**config.mk**
```make
export PLATFORM = sky130hd
export DESIGN_NAME = adc_seq_ctrl
export DESIGN_NICKNAME = d
export VERILOG_FILES = /design/src/rtl/adc_ctrl_pkg.sv /design/src/rtl/adc_avg_accum.sv /design/src/rtl/adc_seq_ctrl.sv
export SDC_FILE = /design/constraint.sdc
export NUM_CORES = 1
export LEC_CHECK = 0
export CORE_MARGIN = 4
export CORE_UTILIZATION = 55
export DETAILED_ROUTE_END_ITERATION = 12
export GPL_ROUTABILITY_DRIVEN = 0
export PLACE_DENSITY = 0.85
export SYNTH_ARGS = -nofsm -noshare
export SYNTH_HDL_FRONTEND = slang
export SYNTH_SLANG_ARGS = --single-unit
```
**constraint.sdc**
```tcl
create_clock -name clk -period 4.5 [get_ports clk]
set_input_delay 1.35 -clock clk [delete_from_list [all_inputs] [get_ports clk]]
set_output_delay 1.35 -clock clk [all_outputs]
set_load 0.01 [all_outputs]
```
**src/rtl/adc_ctrl_pkg.sv**
```systemverilog
// Shared types and constants for the ADC sample-path sequencer.
package adc_ctrl_pkg;

    typedef enum logic [2:0] {
        IDLE,
        ARM,
        WAIT_RESP,
        STORE,
        HOLD
    } state_t;

    localparam logic        ADC_CSR_ADDR         = 1'b0;
    localparam logic [31:0] ADC_CMD_START_SINGLE = 32'h0000_0003;
    localparam int          ADC_DATA_W           = 12;

endpackage

```
**src/rtl/adc_avg_accum.sv**
```systemverilog
// Running 2^AVG_LOG2-sample window average; publishes one avg_valid pulse per full window.
module adc_avg_accum
    import adc_ctrl_pkg::*;
#(
    parameter int AVG_LOG2 = 3
) (
    input  logic                  clk,
    input  logic                  rst_n,
    input  logic                  add,
    input  logic [ADC_DATA_W-1:0] sample,
    output logic [ADC_DATA_W-1:0] avg_out,
    output logic                  avg_valid
);

    localparam int ACC_W = ADC_DATA_W + AVG_LOG2;
    localparam int CNT_W = AVG_LOG2 + 1;
    localparam logic [CNT_W-1:0] LAST = CNT_W'((1 << AVG_LOG2) - 1);

    logic [ACC_W-1:0] acc;
    logic [ACC_W-1:0] sum;
    logic [CNT_W-1:0] count;

    // Window of 2^AVG_LOG2 full-scale samples fits exactly, so no saturation is needed.
    assign sum = acc + ACC_W'(sample);

    always_ff @(posedge clk or negedge rst_n) begin
        if (!rst_n) begin
            acc       <= '0;
            count     <= '0;
            avg_out   <= '0;
            avg_valid <= 1'b0;
        end else begin
            avg_valid <= 1'b0;
            if (add) begin
                if (count == LAST) begin
                    avg_out   <= sum[ACC_W-1:AVG_LOG2];
                    avg_valid <= 1'b1;
                    acc       <= '0;
                    count     <= '0;
                end else begin
                    acc   <= sum;
                    count <= count + CNT_W'(1);
                end
            end
        end
    end

endmodule

```
**src/rtl/adc_seq_ctrl.sv**
```systemverilog
// ADC conversion sequencer: periodic single-shot starts, response capture into a
// wrapping sample RAM, timeout detection and a running window average.
module adc_seq_ctrl
    import adc_ctrl_pkg::*;
#(
    parameter int SAMPLE_PERIOD = 1000,
    parameter int TIMEOUT       = 4096,
    parameter int ADDR_W        = 4,
    parameter int AVG_LOG2      = 3
) (
    input  logic                  clk,
    input  logic                  rst_n,
    input  logic                  enable,
    input  logic                  pll_lock,
    input  logic                  clr_err,
    output logic                  csr_address,
    output logic                  csr_write,
    output logic [31:0]           csr_writedata,
    input  logic                  resp_valid,
    input  logic [ADC_DATA_W-1:0] resp_data,
    output logic [ADDR_W-1:0]     ram_addr,
    output logic [ADC_DATA_W-1:0] ram_data,
    output logic                  ram_wren,
    output logic [ADC_DATA_W-1:0] avg_out,
    output logic                  avg_valid,
    output logic                  timeout_err,
    output logic                  busy,
    output state_t                fsm_state
);

    localparam int CNT_MAX = (TIMEOUT > SAMPLE_PERIOD) ? TIMEOUT : SAMPLE_PERIOD;
    localparam int CNT_W   = $clog2(CNT_MAX + 1);
    localparam logic [CNT_W-1:0] TIMEOUT_LAST = CNT_W'(TIMEOUT - 1);
    localparam logic [CNT_W-1:0] HOLD_LAST    = CNT_W'(SAMPLE_PERIOD - 1);

    state_t                  state;
    logic [CNT_W-1:0]        cnt;
    logic [ADDR_W-1:0]       wr_ptr;
    logic [ADC_DATA_W-1:0]   sample;
    logic                    take;

    // A response is accepted only while waiting and locked; the average is
    // updated on the same edge so avg_valid lines up with the RAM write.
    assign take = (state == WAIT_RESP) && resp_valid && pll_lock;

    always_ff @(posedge clk or negedge rst_n) begin
        if (!rst_n) begin
            state       <= IDLE;
            cnt         <= '0;
            wr_ptr      <= '0;
            sample      <= '0;
            busy        <= 1'b0;
            timeout_err <= 1'b0;
        end else begin
            if (take) begin
                sample <= resp_data;
            end
            if (state == STORE) begin
                wr_ptr <= wr_ptr + ADDR_W'(1);
            end
            if (clr_err) begin
                timeout_err <= 1'b0;
            end
            if (!pll_lock) begin
                state <= IDLE;
                cnt   <= '0;
                busy  <= 1'b0;
            end else begin
                case (state)
                    IDLE: begin
                        if (enable) begin
                            state <= ARM;
                            busy  <= 1'b1;
                        end
                    end
                    ARM: begin
                        state <= WAIT_RESP;
                        cnt   <= '0;
                    end
                    WAIT_RESP: begin
                        if (resp_valid) begin
                            state <= STORE;
                        end else if (cnt == TIMEOUT_LAST) begin
                            state       <= HOLD;
                            cnt         <= '0;
                            timeout_err <= 1'b1;
                        end else begin
                            cnt <= cnt + CNT_W'(1);
                        end
                    end
                    STORE: begin
                        state <= HOLD;
                        cnt   <= '0;
                    end
                    HOLD: begin
                        if (cnt == HOLD_LAST) begin
                            cnt <= '0;
                            if (enable) begin
                                state <= ARM;
                            end else begin
                                state <= IDLE;
                                busy  <= 1'b0;
                            end
                        end else begin
                            cnt <= cnt + CNT_W'(1);
                        end
                    end
                    default: begin
                        state <= IDLE;
                        busy  <= 1'b0;
                    end
                endcase
            end
        end
    end

    // Strobes are pure decodes of the state register, so reset kills them at once.
    assign csr_write     = (state == ARM);
    assign csr_writedata = csr_write ? ADC_CMD_START_SINGLE : 32'h0;
    assign csr_address   = ADC_CSR_ADDR;
    assign ram_wren      = (state == STORE);
    assign ram_addr      = wr_ptr;
    assign ram_data      = sample;
    assign fsm_state     = state;

    adc_avg_accum #(
        .AVG_LOG2 (AVG_LOG2)
    ) u_avg (
        .clk       (clk),
        .rst_n     (rst_n),
        .add       (take),
        .sample    (resp_data),
        .avg_out   (avg_out),
        .avg_valid (avg_valid)
    );

endmodule

```
==> results of run 1 <==
## metal layers
layer	track usage	routed length (um)
met2	0.344	4320
met4	0.101	174
met5	0	0
met3	0.0373	516
met1	0.280	3660
## state kept, by name, summed over array words and instances, names as in the netlist
signal,count
u_avg.count,4
u_avg.acc,15
timeout_err,1
ram_data,12
cnt,13
fsm_state,3
ram_addr,4
busy,1
u_avg.avg_valid,1
u_avg.avg_out,12
## how the worst min path moves through the flow
stage | from | endpoint | slack [ns]
6_report | ram_data[5] | ram_data[5] | 0.48
3_5_place_dp | ram_data[5] | ram_data[5] | 0.46
2_1_floorplan | u_avg.acc[0] | u_avg.acc[0] | 0.44
3_3_place_gp | ram_data[3] | ram_data[3] | 0.46
4_1_cts | ram_data[5] | ram_data[5] | 0.48
5_1_grt | ram_data[5] | ram_data[5] | 0.51
## cells in the mapped netlist, drive strengths merged (2+ instances only)
cell type  instances  area [um^2]
or3                2         12.5
inv               11         41.3
o21bai             2         15.0
buf               40          287
nor2              16         60.1
nand2             76          295
dfrtp             66         1650
or2                2         15.0
mux2               6         71.3
nand2b             5         31.3
nor2b              4         25.0
and3               8         51.3
and4               3         26.3
o31ai             10         75.1
ha                15          188
clkbuf             5         18.8
xnor2             11         96.3
a41oi              2         25.0
nor4               4         40.0
a21o               6         45.0
nand3             14         70.1
or4                2         15.0
and2               3         18.8
o21ai             29          145
xor2               7         61.3
a22o               5         45.0
o41ai              4         35.0
nand4              6         37.5
nor3               6         51.3
a21oi             16         80.1
## power breakdown
group | switching, W | total [W] | internal, W
sequential | 0.000124 | 0.000866 | 0.000741
combinational | 0.000519 | 0.000977 | 0.000458
clock | 0.000222 | 0.000540 | 0.000317
total | 0.000866 | 0.00238 | 0.00152
## per-stage QoR
step                      utilization  power (W)  setup WS (ns)  hold slack (ns)  instance area [um^2]
after CTS                       0.670    0.00239           1.09            0.479                  4520
after global routing            0.670    0.00254          0.914            0.505                  4520
after detailed placement        0.638    0.00184          0.729            0.462                  4310
after floorplan                     -    0.00151           1.29            0.443                  3930
after global placement          0.638    0.00179          0.752            0.456                  4310
final                           0.670    0.00238           1.08            0.478                  4520
## cell usage in the layout (no fill, tap or decap), types with 5 or more instances in the layout
master | synthesis | final
clkbuf_8 | 0 | 13
buf_4 | 33 | 5
a21oi_1 | 16 | 16
and3_1 | 7 | 7
nand4_1 | 6 | 6
inv_1 | 10 | 10
xnor2_1 | 11 | 11
xor2_1 | 7 | 7
o31ai_1 | 10 | 10
nor2_1 | 16 | 16
mux2_2 | 5 | 5
clkdlybuf4s50_1 | 0 | 54
nand2b_1 | 5 | 5
nand2_1 | 74 | 74
o21ai_0 | 29 | 29
ha_1 | 15 | 15
dfrtp_1 | 66 | 66
nand3_1 | 14 | 14
conb_1 | 1 | 31
a21o_1 | 6 | 6
## tightest hold or removal path, delay by kind of cell (launching register included)
kind | cells | cell delay (ns)
simple gates | 2 | 0.10
flops | 1 | 0.34
## final cells by class
class	instances	area [um^2]
Sequential cell	66	1650
Clock inverter	1	30.0
Timing Repair Buffer	60	583
Fill cell	530	2230
Multi-Input combinational cell	311	1930
Inverter	11	41.3
Tap cell	80	100
Clock buffer	15	186
## cells by family (layout without fill, tap and decap cells)
kind of cell | after synthesis | in the layout
AO/OA/AOI/OAI | 85 | 85
buffers and inverters | 56 | 87
multiplexers | 7 | 7
adder cells (fa/ha/maj) | 16 | 16
flip-flops | 66 | 66
AND/OR/NAND/NOR | 154 | 154
XOR/XNOR | 18 | 18
other | 1 | 31
==> PnR_summary.wiki, run 1 <==
{| class="wikitable"
! Metric !! Value
|-
| Outcome || complete, no violations
|-
| Clock latency of the later-clocked register in the worst-skew pair || roughly 0.35 ns
|-
| Ratio of final minimum period to clock period || 0.761
|-
| WL/cell || 15.9 um
|-
| Number of warnings issued by yosys || 0
|-
| Synth Area in Simple Gates || 0.203
|-
| Floorplan die area || 8340 um^2
|-
| Largest buffer count on any clock path || 2
|-
| Non-filler instance count after layout || 544
|-
| Slew Limit Headroom || 0.441
|-
| Overflow left after global routing || 0
|-
| Post-layout min period || 3.42 ns
|-
| TritonCTS clock tree || built
|-
| Kind of start point of the critical path || input pin
|-
| Maximum fanout encountered on the critical timing path || 23
|-
| Register clock-pin slew on the reported worst setup and hold paths || 0.07 ns
|-
| Tightest Hold Check Type || flip-flop to flip-flop
|-
| Cells traversed along the worst timing path || clkdlybuf4s50_1 > nand2b_1 > nor3_1 > nand2_1 > buf_4 > nor4_1 > a211o_1
|-
| Launch point of the worst path || pll_lock
|-
| Fraction of final layout cells sized beyond drive strength 1 || 0.0862
|-
| First-pass GRT wire length || 14.4 mm
|-
| Final Slew Violations || 0
|-
| CTS-repair resized insts || 0
|-
| EDFF count, synth || 0
|-
| Number of endpoints failing setup at the final stage || 0
|-
| Ratio of routed vias to standard cells || 5.62
|-
| Setup TNS || 0 ns
|-
| Cell total after placement || between 500 and 600
|-
| Number of buffers inserted for hold repair after clock tree synthesis || 0
|-
| Overall die width || 91.3 um
|-
| Hold-critical path depth || 2
|-
| Fmax || roughly 0.29 GHz
|-
| Number of iterations in the first detailed-routing pass || 5
|-
| Placeable core area || between 6000 and 7000 um^2
|-
| Remaining antenna violation count after routing || 0
|-
| Global Route Usage Sum || 0.214
|-
| Crit path largest cell delay || between 0.6 and 0.7 ns
|-
| Max capacitance violation total || 0
|-
| Depth of the worst register-to-register path || 6
|-
| Final number of hold-violating endpoints || 0
|-
| Number of global-route vias before repair || between 3000 and 4000
|-
| Hpwl dp || between 6 and 7 mm
|-
| Kind of critical path || input pin to flip-flop
|-
| Clk root buf || clkbuf_8
|-
| # port buffers || 55
|-
| Average cell area after synthesis || 9.47 um^2
|-
| Adder and majority gate portion of the synthesized area || 0.0544
|-
| Top delay family on crit path || simple AND/OR/NAND/NOR gates
|-
| Vias after detailed routing || 3058
|-
| # nets final || 493
|-
| RSZ-0062 raised after global routing || no
|-
| Number of remaining DRC errors || 0
|-
| Initial cell density of the core || 0.565
|-
| Total clock buffers created by CTS || 9
|-
| Reg-to-Reg Start || fsm_state[0]
|-
| Largest clock skew in the final design || just under 0.01 ns
|-
| Number of post-CTS setup repair buffers || 0
|-
| Pin count of the biggest net entering global routing || 39
|-
| Logic depth of the worst setup path including buffers || 7
|-
| Leakage power of the design || 2.10 nW
|-
| Total inserted antenna cells || 0
|-
| Synthesis-to-finish area growth || 18.5%
|-
| Number of violations reported at the end of detailed-routing iteration 0 || 183
|-
| Instance count of the mapped netlist || 403
|-
| Seq/Total Area, Yosys || 0.433
|-
| Endpoint of the worst register-to-register path || u_avg.acc[14]
|-
| WP data required || 4.79 ns
|-
| CP Data Arrival Time || 3.72 ns
|-
| Transition at the pin with the smallest max-transition slack || between 0.8 and 0.9 ns
|-
| Register-to-Register Setup Slack || 2.12 ns
|-
| Compound-gate portion of the synthesized area || 0.156
|-
| Multiplexer area fraction after synthesis || 0.0213
|-
| Buffering stage count on the worst path with inverters included || 2
|-
| CP max stage cell || clkdlybuf4s50_1
|-
| Library cells used by synthesis || between 60 and 70
|-
| Largest voltage drop on the vdd net || 199 uV
|-
| Number of rows in the core area || 30
|-
| H-tree depth reported by CTS || 3
|-
| Main combinational cell family by area after synthesis || simple AND/OR/NAND/NOR gates
|-
| Xor/xnor cell area share of the yosys netlist || 0.0413
|-
| PD cells || 527 nW/um^2
|-
| Total length of routed wires || 8.67 mm
|-
| Clock sink count || 66
|-
| Syn Std Cell Area || 3820 um^2
|-
| Endpoint type of the worst setup path || flip-flop
|-
| Setup crit end || u_avg.acc[14]
|-
| Die outline height || roughly 91 um
|-
| FFs w/ async S/R, synth || 1.00
|-
| Main synth FF type || dfrtp_1
|-
| Initial antenna violation count || 0
|-
| Number of primary I/O pins || 87
|-
| Number of synthesized register bits || 66
|}
(Power assumes the default switching activity.)
==> run 2, diff against run 1 <==
Settings changed: CORE_UTILIZATION 55 to 51, PLACE_DENSITY 0.85 to 0.8.
Clock period 4.5 ns to 3.4 ns, I/O delays scaled along.
==> run 2 against run 1 <==
Against the previous run: cell count up 5.1%; cell area up 1.1%; register-to-register slack worse by 1.1 ns; global-route usage down 1.7 points; largest power group unchanged; sequential cell count unchanged; highest routed layer unchanged; sequential share of layout area down 0.41 points; core utilization down 3.9 points; combinational power up 35%.
==> PnR_summary.wiki, run 2 (synthesized netlist as in run 1, its figures left out) <==
{| class="wikitable"
! Metric !! Value
|-
| Outcome || complete, no violations
|-
| Internal power consumption || 0.00190 W (+25%)
|-
| Clock latency of the later-clocked register in the worst-skew pair || 0.35 ns (about the same)
|-
| Met3 usage || 0.0343 (-0.00302)
|-
| First-pass GRT wire length || 13.7 mm (-4.7%)
|-
| Post-layout min period || 3.08 ns
|-
| Largest voltage drop on the vdd net || 282 uV (+41%)
|-
| Global Route Usage Sum || 0.197 (-0.0166)
|-
| Number of post-CTS setup repair buffers || 0 (unchanged)
|-
| CP Data Arrival Time || 3.30 ns (-0.42 ns)
|-
| Number of endpoints failing setup at the final stage || 0 (unchanged)
|-
| Maximum fanout encountered on the critical timing path || 3 (-87%)
|-
| Pin count of the biggest net entering global routing || 35 (-10%)
|-
| Top library cells by usage in the layout, fill and taps aside || nand2_1, dfrtp_1, clkdlybuf4s50_1, conb_1, o21ai_0
|-
| Final design utilization || 0.631 (-0.0388)
|-
| Total length of routed wires || 8.30 mm (-4.3%)
|-
| Minimum setup slack in the final design || 0.319 ns (-0.759 ns)
|-
| Number of global-route vias before repair || 2903 (-4.5%)
|-
| Cell total after placement || 556 (+5.3%)
|-
| Number of buffers inserted for hold repair after clock tree synthesis || 0 (unchanged)
|-
| Setup Slack @ Placement || -0.0313 ns (-0.760 ns)
|-
| Met2 Resource Use GR || 0.322 (-0.0219)
|-
| Die outline height || 94.5 um (+3.5%)
|-
| Transition at the pin with the smallest max-transition slack || 0.783 ns (-0.0554 ns)
|-
| Slew Limit Headroom || 0.478 (+0.0369)
|-
| Vias after detailed routing || 3062 (+0.13%)
|-
| Ratio of routed vias to standard cells || 5.35 (-4.8%)
|-
| WL/cell || 14.5 um (-9.0%)
|-
| Register with the highest flop count || u_avg.acc
|-
| # nets final || 502 (+1.8%)
|-
| Area of all placed cells without fillers || 4580 um^2 (+1.1%)
|-
| Largest clock skew in the final design || 0.0127 ns (+0.00279 ns)
|-
| Floorplan die area || 8930 um^2 (+7.1%)
|-
| Switch share || 0.372 (+0.00886)
|-
| Sequential fraction of design power || 0.373 (+0.010)
|-
| Fmax || 0.325 GHz
|-
| Net load switching power || 0.00113 W (+30%)
|-
| Clock share of power || 0.190 (-0.037)
|-
| Number of flip-flops under the largest register name || 15 (unchanged)
|-
| Tightest Hold Check Type || flip-flop to flip-flop
|-
| H-tree depth reported by CTS || 3 (unchanged)
|-
| Buffering stage count on the worst path with inverters included || 2 (unchanged)
|-
| Initial antenna violation count || 0 (unchanged)
|-
| PD cells || 662 nW/um^2 (+26%)
|-
| Clk root buf || clkbuf_8
|-
| CP max stage cell || clkdlybuf4s50_1
|-
| Largest buffer count on any clock path || 2 (unchanged)
|-
| Number of iterations in the first detailed-routing pass || 5 (unchanged)
|-
| Top delay family on crit path || adder cells
|-
| Number of remaining DRC errors || 0 (unchanged)
|-
| Number of primary I/O pins || 87 (unchanged)
|-
| Worst slack on hold paths || 0.473 ns (-0.00439 ns)
|-
| Total clock buffers created by CTS || 9 (unchanged)
|-
| Clock sink count || 66 (unchanged)
|-
| Final number of hold-violating endpoints || 0 (unchanged)
|-
| Number of violations reported at the end of detailed-routing iteration 0 || 156 (-15%)
|-
| Leakage power of the design || 2.12 nW (+1.2%)
|-
| Number of rows in the core area || 31 (+3.3%)
|-
| Combinational power share || 0.436 (+0.026)
|-
| # port buffers || 55 (unchanged)
|-
| Cells traversed along the worst timing path || clkdlybuf4s50_1 > ha_1 > fa_1 > a21o_1 > a221oi_4 > nor3_4 > buf_4 > nor3_2 > or4_1 > o21ai_0
|-
| Most common cell after layout, fill and taps aside || nand2_1
|-
| CTS-repair resized insts || 0 (unchanged)
|-
| Largest registers in the final layout || u_avg.acc (15), cnt (13)
|-
| Max capacitance violation total || 0 (unchanged)
|-
| WP data required || 3.62 ns (-1.17 ns)
|-
| Kind of start point of the critical path || input pin
|-
| Crit path largest cell delay || 0.43 ns (-0.19 ns)
|-
| Hpwl dp || 6.02 mm (-3.0%)
|-
| RSZ-0062 raised after global routing || no
|-
| Remaining antenna violation count after routing || 0 (unchanged)
|-
| Overflow left after global routing || 0 (unchanged)
|-
| TritonCTS clock tree || built
|-
| Peak-usage layer in the global routing report || met2
|-
| Fraction of final layout cells sized beyond drive strength 1 || 0.101 (+0.0153)
|-
| Ratio of final minimum period to clock period || 0.906
|-
| Overall die width || 94.5 um (+3.5%)
|-
| Initial cell density of the core || 0.526 (-0.0387)
|-
| Register clock-pin slew on the reported worst setup and hold paths || 0.07 ns (about the same)
|-
| Placement-stage cell area || 4410 um^2 (+2.4%)
|-
| Placeable core area || 7250 um^2 (+7.4%)
|-
| Total inserted antenna cells || 0 (unchanged)
|-
| Met1 track utilization from global routing || 0.262 (-0.0182)
|-
| Final Slew Violations || 0 (unchanged)
|-
| Synthesis-to-finish area growth || 19.9%
|-
| Non-filler instance count after layout || 572 (+5.1%)
|-
| Kind of critical path || input pin to flip-flop
|-
| Endpoint type of the worst setup path || flip-flop
|}
run 2: metrics by stage:
step           power, W  TNS (ns)
2_1_floorplan   0.00200         0
3_3_place_gp    0.00241         0
3_5_place_dp    0.00247   -0.0844
4_1_cts         0.00306         0
5_1_grt         0.00324         0
6_report        0.00303         0
run 2: final timing paths:
kind / start / end / slack (ns) / cells past startpoint
min reg2reg: ram_data[3] / ram_data[3] / 0.47 / 2
min in group asynchronous: rst_n / ram_data[8] / 0.74 / 1
max in group asynchronous: rst_n / cnt[3] / 2.01 / 2
max reg2reg: u_avg.acc[0] / u_avg.acc[12] / 1.07 / 9
max: resp_data[0] / u_avg.acc[12] / 0.32 / 10
min: ram_data[3] / ram_data[3] / 0.47 / 2
run 2: tightest hold or removal path, stage by stage, from the launching register on:
cell     delay, ns
dfrtp_1       0.34
nand2_1       0.05
nand2_1       0.05
run 2: area by class of cell:
cell class	instances	area, um^2
well taps	99	124
multi-input cells	311	1930
clock inverters	3	15.0
clock buffers	13	149
repair buffers	69	663
inverters	11	41.3
fillers	607	2680
flip-flops and latches	66	1650
run 2: per-layer routing:
layer | up-vias | wire length, um
li1 | 1481 | -
met1 | 1472 | 3760
met2 | 100 | 3950
met3 | 9 | 450
met4 | 0 | 136
met5 | - | 0
run 2: power by group through the flow:
stage	clock network, W	logic [W]	registers, W
after global placement	0	0.00128	0.00113
after CTS	0.000596	0.00133	0.00113
after detailed placement	0	0.00132	0.00115
final	0.000577	0.00132	0.00113
after floorplan	0	0.000833	0.00116
after global routing	0.000626	0.00146	0.00116
